**config.mk**
```make
export PLATFORM = sky130hd
export DESIGN_NAME = hazard_control_unit
export DESIGN_NICKNAME = d
export VERILOG_FILES = /design/src/rtl/pipe_ctrl_pkg.sv /design/src/rtl/sat_counter.sv /design/src/rtl/hazard_control_unit.sv
export SDC_FILE = /design/constraint.sdc
export NUM_CORES = 1
export LEC_CHECK = 0
export ABC_AREA = 1
export CAP_MARGIN = 20
export CELL_PAD_IN_SITES_DETAIL_PLACEMENT = 1
export CELL_PAD_IN_SITES_GLOBAL_PLACEMENT = 2
export CORE_MARGIN = 2
export CORE_UTILIZATION = 28
export CTS_CLUSTER_DIAMETER = 200
export DETAILED_ROUTE_END_ITERATION = 8
export PLACE_DENSITY_LB_ADDON = 0.1
export REMOVE_ABC_BUFFERS = 1
export SETUP_SLACK_MARGIN = 0.1
export SYNTH_ARGS = -nofsm -noshare
export SYNTH_HDL_FRONTEND = slang
export SYNTH_SLANG_ARGS = --single-unit
```
**constraint.sdc**
```tcl
create_clock -name clk -period 3.85 [get_ports clk]
set_input_delay 0.77 -clock clk [delete_from_list [all_inputs] [get_ports clk]]
set_output_delay 0.77 -clock clk [all_outputs]
set_load 0.02 [all_outputs]
```
**src/rtl/pipe_ctrl_pkg.sv**
```systemverilog
// Shared pipeline-control definitions: sequencer state encoding and the NOP word
// that a flushed pipeline register is loaded with.
package pipe_ctrl_pkg;

  typedef enum logic [1:0] {
    RUN        = 2'd0,
    LOAD_STALL = 2'd1,
    MEM_WAIT   = 2'd2,
    ST_RSVD    = 2'd3
  } pipe_state_t;

  localparam logic [31:0] NOP_INSTR = 32'h0000_0000;

  localparam int LU_CNT_W = 3;

endpackage

```
**src/rtl/sat_counter.sv**
```systemverilog
// Event counter with synchronous clear that sticks at its maximum value.
module sat_counter #(
  parameter int W = 16
) (
  input  logic         clk,
  input  logic         clr,
  input  logic         en,
  output logic [W-1:0] q
);

  logic [W-1:0] r_q;

  always_ff @(posedge clk) begin
    if (clr)
      r_q <= '0;
    else if (en && (r_q != {W{1'b1}}))
      r_q <= r_q + 1'b1;
  end

  assign q = r_q;

endmodule

```
**src/rtl/hazard_control_unit.sv**
```systemverilog
// Pipeline sequencer: load-use bubbles, taken-branch flushes and memory-busy freezes,
// with saturating stall/flush statistics.
module hazard_control_unit
  import pipe_ctrl_pkg::*;
#(
  parameter int CNT_W           = 16,
  parameter int LU_STALL_CYCLES = 1
) (
  input  logic             clk,
  input  logic             reset,
  input  logic [4:0]       id_rs,
  input  logic [4:0]       id_rt,
  input  logic             id_uses_rt,
  input  logic             id_ex_mem_read,
  input  logic [4:0]       id_ex_rt,
  input  logic             branch_taken,
  input  logic             mem_busy,
  output logic             pc_write,
  output logic             if_id_write,
  output logic             if_id_flush,
  output logic             id_ex_flush,
  output logic             pipe_hold,
  output logic [1:0]       state,
  output logic [CNT_W-1:0] stall_cnt,
  output logic [CNT_W-1:0] flush_cnt
);

  localparam logic [LU_CNT_W-1:0] LU_RELOAD = LU_CNT_W'(LU_STALL_CYCLES - 1);

  pipe_state_t             r_state, w_state_nxt;
  pipe_state_t             r_ret,   w_ret_nxt;
  logic [LU_CNT_W-1:0]     r_lu_cnt, w_lu_cnt_nxt;
  logic                    w_lu_haz;
  logic                    w_flush_evt;

  assign w_lu_haz = id_ex_mem_read && (id_ex_rt != 5'd0) &&
                    ((id_ex_rt == id_rs) || (id_uses_rt && (id_ex_rt == id_rt)));

  always_ff @(posedge clk) begin
    if (reset) begin
      r_state  <= RUN;
      r_ret    <= RUN;
      r_lu_cnt <= '0;
    end else begin
      r_state  <= w_state_nxt;
      r_ret    <= w_ret_nxt;
      r_lu_cnt <= w_lu_cnt_nxt;
    end
  end

  always_comb begin
    pc_write     = 1'b1;
    if_id_write  = 1'b1;
    if_id_flush  = 1'b0;
    id_ex_flush  = 1'b0;
    pipe_hold    = 1'b0;
    w_flush_evt  = 1'b0;
    w_state_nxt  = r_state;
    w_ret_nxt    = r_ret;
    w_lu_cnt_nxt = r_lu_cnt;

    case (r_state)
      RUN: begin
        if (mem_busy) begin
          pc_write    = 1'b0;
          if_id_write = 1'b0;
          pipe_hold   = 1'b1;
          w_state_nxt = MEM_WAIT;
          w_ret_nxt   = RUN;
        end else if (branch_taken) begin
          // The dependent instruction is squashed, so a coincident hazard is moot.
          if_id_flush = 1'b1;
          id_ex_flush = 1'b1;
          w_flush_evt = 1'b1;
        end else if (w_lu_haz) begin
          pc_write    = 1'b0;
          if_id_write = 1'b0;
          id_ex_flush = 1'b1;
          if (LU_STALL_CYCLES > 1) begin
            w_state_nxt  = LOAD_STALL;
            w_lu_cnt_nxt = LU_RELOAD;
          end
        end
      end
      LOAD_STALL: begin
        pc_write    = 1'b0;
        if_id_write = 1'b0;
        if (mem_busy) begin
          pipe_hold   = 1'b1;
          w_state_nxt = MEM_WAIT;
          w_ret_nxt   = LOAD_STALL;
        end else begin
          id_ex_flush  = 1'b1;
          w_lu_cnt_nxt = r_lu_cnt - 1'b1;
          if (r_lu_cnt <= LU_CNT_W'(1))
            w_state_nxt = RUN;
        end
      end
      MEM_WAIT: begin
        pc_write    = 1'b0;
        if_id_write = 1'b0;
        pipe_hold   = 1'b1;
        // The release cycle still holds; the return state acts next cycle.
        if (!mem_busy)
          w_state_nxt = r_ret;
      end
      default: begin
        w_state_nxt = RUN;
      end
    endcase

    if (reset) begin
      pc_write    = 1'b0;
      if_id_write = 1'b0;
      if_id_flush = 1'b1;
      id_ex_flush = 1'b1;
      pipe_hold   = 1'b0;
      w_flush_evt = 1'b0;
    end
  end

  assign state = r_state;

  sat_counter #(.W(CNT_W)) u_stall_cnt (
    .clk (clk),
    .clr (reset),
    .en  (!pc_write),
    .q   (stall_cnt)
  );

  sat_counter #(.W(CNT_W)) u_flush_cnt (
    .clk (clk),
    .clr (reset),
    .en  (w_flush_evt),
    .q   (flush_cnt)
  );

endmodule

```
==> metrics.md <==
| Metric | Value |
|---|---|
| Outcome | `complete, no violations` |
| First-pass GRT wire length | `11.2 mm` |
| Number of buffers created by CTS | `5` |
| Final Wtd Congestion | `between 0.7 and 0.8` |
| Initial antenna violation count | `0` |
| Drt pass-1 iters | `4` |
| Hold Vio Cnt, Final | `0` |
| TritonCTS clock tree | `built` |
| Pwr Density | `between 300 and 400 nW/um^2` |
| Synth-to-Final Area Change | `33.7%` |
| Crit path required time | `between 3 and 4 ns` |
| Critical-path maximum fanout | `3` |
| Die extent in y | `~96 um` |
| Fin crit share | `88.0%` |
| WL final | `~6.6 mm` |
| Primary FF master, synth | `dfxtp_1` |
| Core area | `roughly 8000 um^2` |
| Fillers | `around 1100` |
| Leak Pwr | `roughly 1.2 nW` |
| Nature of the critical path startpoint | `input pin` |
| Netlist Area Pre-Place | `approximately 2400 um^2` |
| CP Cell Sequence | `clkdlybuf4s50_1, inv_1, nand4_1, o21ai_0, inv_1, nand2_1, nand2_1, nand2_1, nand2_2, inv_1, clkdlybuf4s50_1` |
| Sw Share | `34.6%` |
| Commonest non-fill, non-tap cell in the layout | `nand2_1` |
| Critical Path AT | `between 2 and 3 ns` |
| CTS Hold Bufs | `0` |
| Worst setup EP type | `output pin` |
| WHS | `0.473 ns` |
| CP peak stage delay | `roughly 0.6 ns` |
| DRT antenna net count | `0` |
| Clock-pin slew of the registers on the worst-case setup and hold paths | `0.08 ns` |
| Clk sinks | `38` |
| WS Path Type | `input pin to output pin` |
| Diode count | `0` |
| HPWL after DPL | `between 5 and 6 mm` |
| Syn Area/Cell | `6.64 um^2` |
| Cells after Synth | `357` |
| Worst Path Buf+Inv | `5` |
| Post_cts resized | `0` |
| Die area | `just over 9000 um^2` |
| Most frequent cells in the layout | `nand2_1, clkdlybuf4s50_1, inv_1` |
| Combinational cell fraction of total power | `30.5%` |
| Netlist cell types | `27` |
| Final setup vio count | `0` |
| Vias in the first global route | `roughly 2400` |
| Clk_skew | `0.0146 ns` |
| Slew HR | `between 70% and 80%` |
| Pin count of the biggest net entering global routing | `26` |
| Via count | `2463` |
| Clock Latency Late Sink | `~0.29 ns` |
| Crit path max-delay family | `buffers and inverters` |
| Chip width | `around 96 um` |
| Drc violations | `0` |
| Power Internal | `just under 700 uW` |
| Placed insts | `between 500 and 600` |
| WL/cell | `about 13 um` |
| Clk network pwr share | `between 20 and 30%` |
| Worst Reg-to-Reg Cells | `12` |
| Max Cap Viol | `0` |
| # nets final | `roughly 450` |
| Yosys warns | `0` |
| Vias per std cell | `about 4.7` |
| F_max | `roughly 300 MHz` |
| EDFF count, synth | `0` |
| Post-route minimum period | `~3.4 ns` |
| Slowest cell on crit path | `clkdlybuf4s50_1` |
| I/O pins | `60` |
| Starting Density | `approximately 29%` |
| Cell Rows | `33` |
| #FFs+latches synth | `38` |
| Non-filler cells, final | `between 500 and 600` |
| Worst vdd ir | `roughly 0.14 mV` |
| Sequential area share after synthesis | `32.1%` |
| Worst hold path depth | `2` |
| Setup tns final | `0 ns` |
| PortBufs | `59` |
| Clk root buf | `clkbuf_8` |
| H-tree depth | `2` |
| Tot Pwr | `between 1 and 1.5 mW` |
| DR iter-0 viols | `44` |
| RSZ-0062 raised after global routing | `false` |
| Actual slew at the worst max-slew pin | `between 0.4 and 0.5 ns` |
| Async SR Flop Fraction | `0%` |
| Psw | `366 uW` |
| # Post-CTS Setup Buffers | `0` |
| Worst Hold Class | `flip-flop to flip-flop` |
| Gr ovfl total | `0` |
| Pins over their slew limit | `0` |
| Sequential share of power | `between 40% and 50%` |
| Clock Path Buffers | `2` |
| Share of post-route cells with drive strength above 1 | `~5.7%` |
| Global-route total usage across every layer | `15.1%` |
| Crit. path cell count | `11` |
==> stage by stage <==
| stage | cell area, um^2 | utilization, % | setup slack [ns] |
|---|---|---|---|
| floorplan | 2320 | - | 1.30 |
| global placement | 3070 | 37.4 | 0.480 |
| detailed placement | 3070 | 37.4 | 0.420 |
| CTS | 3170 | 38.6 | 0.414 |
| global route | 3170 | 38.6 | 0.228 |
| finish | 3170 | 38.6 | 0.461 |
==> kinds of logic after synthesis <==
group / count (synthesis) / synth area share (%)
AOI/OAI and AO/OA: 53 / 11.3
xor gates and xnor gates: 19 / 7.02
adders and majority gates: 8 / 4.22
buffers and inverters: 57 / 9.77
DFF: 38 / 32.1
and+or+nand+nor: 182 / 35.6
==> power groups by stage <==
| stage | clock, mW | combinational [mW] | sequential [mW] |
|---|---|---|---|
| floorplan | 0 | 0.163 | 0.465 |
| global placement | 0 | 0.326 | 0.450 |
| detailed placement | 0 | 0.327 | 0.451 |
| CTS | 0.314 | 0.328 | 0.441 |
| global route | 0.328 | 0.368 | 0.445 |
| finish | 0.295 | 0.322 | 0.441 |
==> cell usage after synthesis, types with 2 or more instances <==
master     n  area, um^2
nor3b_1    2        15.0
xnor2_1    5        43.8
nor3_4     2        32.5
inv_1     46         173
nor3_1     9        45.0
clkinv_1   2        7.51
nand2_1   89         334
nand2_4    3        33.8
buf_4      2        15.0
o21ai_0   16        80.1
ha_1       8         100
dfxtp_1   38         761
nand3_1   31         155
nand4_1    9        56.3
nor2_1    29         109
buf_2      2        10.0
clkbuf_1   3        11.3
xor2_1    14         123
nand2_2    3        18.8
nor4_1     2        12.5
a21oi_1   35         175
nor3_2     2        20.0
==> worst min-delay path, stage by stage, from the launching register on <==
cell,delay (ns)
dfxtp_1,0.33
inv_1,0.06
a21oi_1,0.05
==> final cells by class <==
class / instances / area, um^2 / area share (%)
Multi-Input combinational cell: 262 / 1380 / 43.5
Sequential cell: 38 / 761 / 24.0
Timing Repair Buffer: 63 / 621 / 19.6
Inverter: 49 / 184 / 5.80
Tap cell: 105 / 131 / 4.15
Clock buffer: 6 / 82.6 / 2.61
Clock inverter: 2 / 12.5 / 0.395
==> registers in the layout (all words and copies together) (netlist names) <==
signal,flops
state,2
r_lu_cnt,3
u_flush_cnt.q,16
r_ret,1
u_stall_cnt.q,16
==> routing by layer <==
metal  up-vias  share of wire (%)  GRT usage [%]
li1       1277                  -              -
met2        32                 50           27.0
met3         2                2.8           2.82
met4         0               0.39           2.98
met1      1152                 47           18.9
met5         -                  0              0
==> final timing paths <==
check                    from           endpoint  slack (ns)
max reg2reg  u_flush_cnt.q[0]  u_flush_cnt.q[11]        1.75
min               r_lu_cnt[2]        r_lu_cnt[2]        0.47
min reg2reg       r_lu_cnt[2]        r_lu_cnt[2]        0.47
max               id_ex_rt[1]           pc_write        0.46
Note: power is estimated with default switching activity, not from simulation.
==> variant 1 (same settings) <==
Register the output `flush_cnt`; this adds one clock of latency there. The other outputs are not delayed to match.
--- a/src/rtl/hazard_control_unit.sv
+++ b/src/rtl/hazard_control_unit.sv
@@ -26,6 +26,8 @@
 );
 
   localparam logic [LU_CNT_W-1:0] LU_RELOAD = LU_CNT_W'(LU_STALL_CYCLES - 1);
+
+  logic [CNT_W-1:0] flush_cnt_d;
 
   pipe_state_t             r_state, w_state_nxt;
   pipe_state_t             r_ret,   w_ret_nxt;
@@ -132,8 +134,12 @@
     .clk (clk),
     .clr (reset),
     .en  (w_flush_evt),
-    .q   (flush_cnt)
+    .q   (flush_cnt_d)
   );
+
+  always_ff @(posedge clk) begin
+    flush_cnt <= flush_cnt_d;
+  end
 
 endmodule
 
Check against the original RTL: not equivalent (Yosys sat finds a counterexample within 4 cycles, from zero or initial values and one cycle with reset high).
==> variant 1 against the original RTL <==
Synthesized cell count up 6.4%. Worst setup slack worse by 0.037 ns. Cell area up 13%. Die area up 16%. Wire length up 11%. Power up 21%. Synthesized area up 17%. Sequential cell count up 16. Worst hold slack worse by 0.090 ns. Fmax down 1.1%. Largest power group unchanged. Highest routed layer unchanged.
==> variant 1: results (changes against the original RTL) <==
Routing
  – Drt wl/cell: 12.87 um (was 12.62 um)
  – WL met2: 3697 um (was 3280 um)
  – Final Routed Wirelength: 7373 um (was 6624 um)
  – Vias per std cell: 4.510 (was 4.691)
  – DR iter-0 viols: 45 (was 44)
  – M1 WL: 3432 um (was 3130 um)
  – Routed wl met3: 176 um (was 187 um)

Synthesis
  – Top cells by count, synth: nand2_1 (98), dfxtp_1 (54), inv_1 (43), nand3_1 (37), a21oi_1 (28) (was nand2_1 (89), inv_1 (46), dfxtp_1 (38), a21oi_1 (35), nand3_1 (31))
  – Post-synthesis instance total: 380 (was 357)
  – Share of the yosys chip area belonging to registers: 39.01% (was 32.10%)
  – Ys flop type: dfxtp_1 (unchanged)
  – Main area contributors after synthesis: dfxtp_1 (39%), nand2_1 (13%), nand3_1 (6.7%) (was dfxtp_1 (32%), nand2_1 (14%), a21oi_1 (7.4%))

Finish
  – Share of post-route cells with drive strength above 1: 6.818% (was 5.714%)
  – Final #Nets: 468 (was 448)

Place
  – Post-Place Cells: 565 (was 517)
  – DP Wirelength: 5596 um (was 5128 um)

STA
  – Worst Skew: 0.01306 ns (was 0.01459 ns)

Global routing
  – Largest net degree at the start of global routing: 32 (was 26)
  – First-pass GRT wire length: 12450 um (was 11170 um)
  – Number of global-route vias before repair: 2676 (was 2434)
  – Total Routing Usage GR: 14.63% (was 15.12%)

Clock network
  – Clk_lat worst skew: 0.31 ns (was 0.29 ns)
  – Worst-path clk slew: 0.11 ns (was 0.08 ns)

Pwr
  – Leakage dissipation: 0.001353 uW (was 0.001227 uW)

Outcome
  – Outcome: complete, no violations (unchanged)

Setup path
  – Worst Path Max Fanout: 4 (was 3)
  – WP data arrival: 2.66 ns (was 2.62 ns)
==> variant 1: cell count changes after synthesis, moves of 6 or more <==
cell     change
dfxtp_1     +16
nand2_1      +9
a21oi_2     +10
a21oi_1      -7
nand3_1      +6
nor2_1       -7
==> variant 1: logic make-up after synthesis <==
group / share of synthesized area (%)
simple gates: 28.89
buf+inv: 9.119
compound gates: 11.78
flops: 39.01
xor+xnor: 7.585
fa+ha+maj: 3.612
==> variant 1: final timing paths <==
check,startpoint,end,slack (ns),depth (start not counted)
max,mem_busy,pc_write,0.42,9
min reg2reg,u_flush_cnt.q[5]$_SDFFE_PP0P_,flush_cnt[5]$_DFF_P_,0.38,0
max reg2reg,u_stall_cnt.q[0]$_SDFFE_PP0P_,u_stall_cnt.q[11]$_SDFFE_PP0P_,1.69,7
min,u_flush_cnt.q[5]$_SDFFE_PP0P_,flush_cnt[5]$_DFF_P_,0.38,0
==> variant 1: power by group <==
part	leakage (uW)	internal [uW]	switching, uW
clock	0.0000514	149	196
combinational	0.000865	129	192
sequential	0.000437	583	27.2
==> variant 1: metrics by stage <==
step | total power (uW) | cell area, um2 | setup slack (ns)
final | 1277 | 3578 | 0.4232
after global routing | 1361 | 3578 | 0.2558
after CTS | 1300 | 3578 | 0.3820
after detailed placement | 950.0 | 3478 | 0.3931
after global placement | 945.7 | 3478 | 0.4327
after floorplan | 798.6 | 2691 | 1.376
==> variant 1: cell type report <==
class	count	area, um2
Clock buffer	6	82.58
Clock inverter	2	17.52
Fill cell	1209	6106
Inverter	46	172.7
Multi-Input combinational cell	269	1438
Sequential cell	54	1081
Tap cell	133	166.4
Timing Repair Buffer	63	620.6
==> variant 1: routing by layer <==
metal,track usage (%),vias up
met5,0,-
met4,3.340,0
met3,2.554,5
met2,26.65,31
met1,17.88,1207
li1,-,1341
==> variant 2 (same flow settings) <==
Without the edit above. `CNT_W`: 16 -> 14.
--- a/src/rtl/hazard_control_unit.sv
+++ b/src/rtl/hazard_control_unit.sv
@@ -3,7 +3,7 @@
 module hazard_control_unit
   import pipe_ctrl_pkg::*;
 #(
-  parameter int CNT_W           = 16,
+  parameter int CNT_W           = 14,
   parameter int LU_STALL_CYCLES = 1
 ) (
   input  logic             clk,
Interface: changed (resized flush_cnt and stall_cnt); port bits go from 60 to 56. No check against the original RTL was run, so the function may have changed too.
==> variant 2 against the original RTL <==
Register-to-register slack lost 0.19 ns. Critical path type unchanged. Power decreased by 7.6%. Global-route usage shrank 0.15 points. Clock power decreased by 4%. Sequential cell count is 4 lower. Fmax grew 1.3%. Worst hold slack got worse by 0.0094 ns. Wire length fell by 10%. Worst setup slack better by 0.042 ns. Synthesized area decreased by 10%. Largest power group unchanged. Cell area down 9.8%.
==> variant 2: results (changes against the original RTL) <==
Outcome
  – Outcome: complete, no violations (unchanged)

Place
  – PortBufs: 55 (was 59)
  – GP Congestion: 0.7764 (was 0.7222)
  – Post-DP Area: 2766 um2 (was 3074 um2)
  – DP Worst Slack: 0.4653 ns (was 0.4197 ns)
  – DP Wirelength: 4526 um (was 5128 um)
  – Post-Place Cells: 469 (was 517)

Finish
  – Share of post-route cells with drive strength above 1: 6.085% (was 5.714%)
  – Final #Nets: 406 (was 448)

Routing
  – WL met2: 2783 um (was 3280 um)
  – Vias per std cell: 4.566 (was 4.691)
  – Routed wl met3: 191 um (was 187 um)
  – Drt wl/cell: 12.46 um (was 12.62 um)
  – M1 WL: 2947 um (was 3130 um)
  – Final Routed Wirelength: 5945 um (was 6624 um)
  – DR iter-0 viols: 65 (was 44)

Global routing
  – Antenna violations before repair: 0 (unchanged)
  – Largest net degree at the start of global routing: 21 (was 26)
  – Number of global-route vias before repair: 2258 (was 2434)
  – First-pass GRT wire length: 10380 um (was 11170 um)
  – Total Routing Usage GR: 14.97% (was 15.12%)

Synthesis
  – Main area contributors after synthesis: dfxtp_1 (32%), nand2_1 (14%), a21oi_1 (8.0%) (was dfxtp_1 (32%), nand2_1 (14%), a21oi_1 (7.4%))
  – Yosys cell types: 29 (was 27)
  – Top cells by count, synth: nand2_1 (78), inv_1 (45), a21oi_1 (34), dfxtp_1 (34), nand3_1 (28) (was nand2_1 (89), inv_1 (46), dfxtp_1 (38), a21oi_1 (35), nand3_1 (31))
  – Post-synthesis instance total: 320 (was 357)
  – Share of the yosys chip area belonging to registers: 32.06% (was 32.10%)
  – Synth warn: 0 (unchanged)

Setup path
  – CP delay by family, top: buffers and inverters (unchanged)
  – Worst Path Max Fanout: 3 (unchanged)
  – Critical Path Max Stage Delay: 0.60 ns (about the same)
  – WP data arrival: 2.58 ns (was 2.62 ns)

Pwr
  – Sequential Power Share: 40.4% (was 41.7%)
  – Seq group: 395 uW (was 441 uW)
  – Maximum VDD drop: 0.1610 mV (was 0.1422 mV)
  – Net Switching: 336.9 uW (was 366.2 uW)
  – Comb. pwr: 301 uW (was 322 uW)
  – Leakage dissipation: 0.001113 uW (was 0.001227 uW)

Clock network
  – Clock Tree Buf Depth: 2 (unchanged)
  – CTS resizes: 0 (unchanged)
  – Root Driver: clkbuf_8 (unchanged)

STA
  – Slew headroom: 68.90% (was 72.73%)
  – Worst Skew: 0.007425 ns (was 0.01459 ns)

Min path
  – Hold crit path type: reg -> reg (unchanged)
[variant 2: cell count changes in the layout (fill, tap and decap cells not counted), moves of 2 or more]
cell,delta
nand2_1,-11
nor2_1,-10
clkdlybuf4s50_1,-4
dfxtp_1,-4
nand3_1,-3
nand4_1,-3
nor2_2,+3
xor2_1,-3
nor3_2,-2
nor3_4,-2
nor3b_1,-2
[variant 2: path summary, 6_finish.rpt]
kind,from,endpoint,slack (ns),depth (start not counted)
setup / recovery,id_ex_rt[3],if_id_write,0.50,11
hold / removal,r_lu_cnt[2]$_SDFFE_PP0P_,r_lu_cnt[2]$_SDFFE_PP0P_,0.46,2
setup reg to reg,state[1]$_SDFFE_PP0P_,u_flush_cnt.q[10]$_SDFFE_PP0P_,1.56,11
hold reg to reg,r_lu_cnt[2]$_SDFFE_PP0P_,r_lu_cnt[2]$_SDFFE_PP0P_,0.46,2
[variant 2: per-layer routing]
| layer | GRT usage [%] | up-vias |
|---|---|---|
| li1 | - | 1146 |
| met4 | 3.409 | 0 |
| met2 | 25.06 | 32 |
| met3 | 3.071 | 2 |
| met5 | 0 | - |
| met1 | 19.80 | 998 |
[variant 2: area by class of cell]
class                   instances  area, um2
fillers                       965       4434
multi-input cells             230       1209
flip-flops and latches         34      680.7
repair buffers                 58      573.1
inverters                      48      180.2
well taps                      99      123.9
clock buffers                   7      86.33
clock inverters                 1      5.005
[variant 2: logic make-up after synthesis]
| family | share of synthesized area (%) |
|---|---|
| buffers and inverters | 11.02 |
| AND/OR/NAND/NOR | 32.70 |
| flip-flops | 32.06 |
| XOR/XNOR | 6.600 |
| adder cells (fa/ha/maj) | 4.714 |
| AO/OA/AOI/OAI | 12.90 |
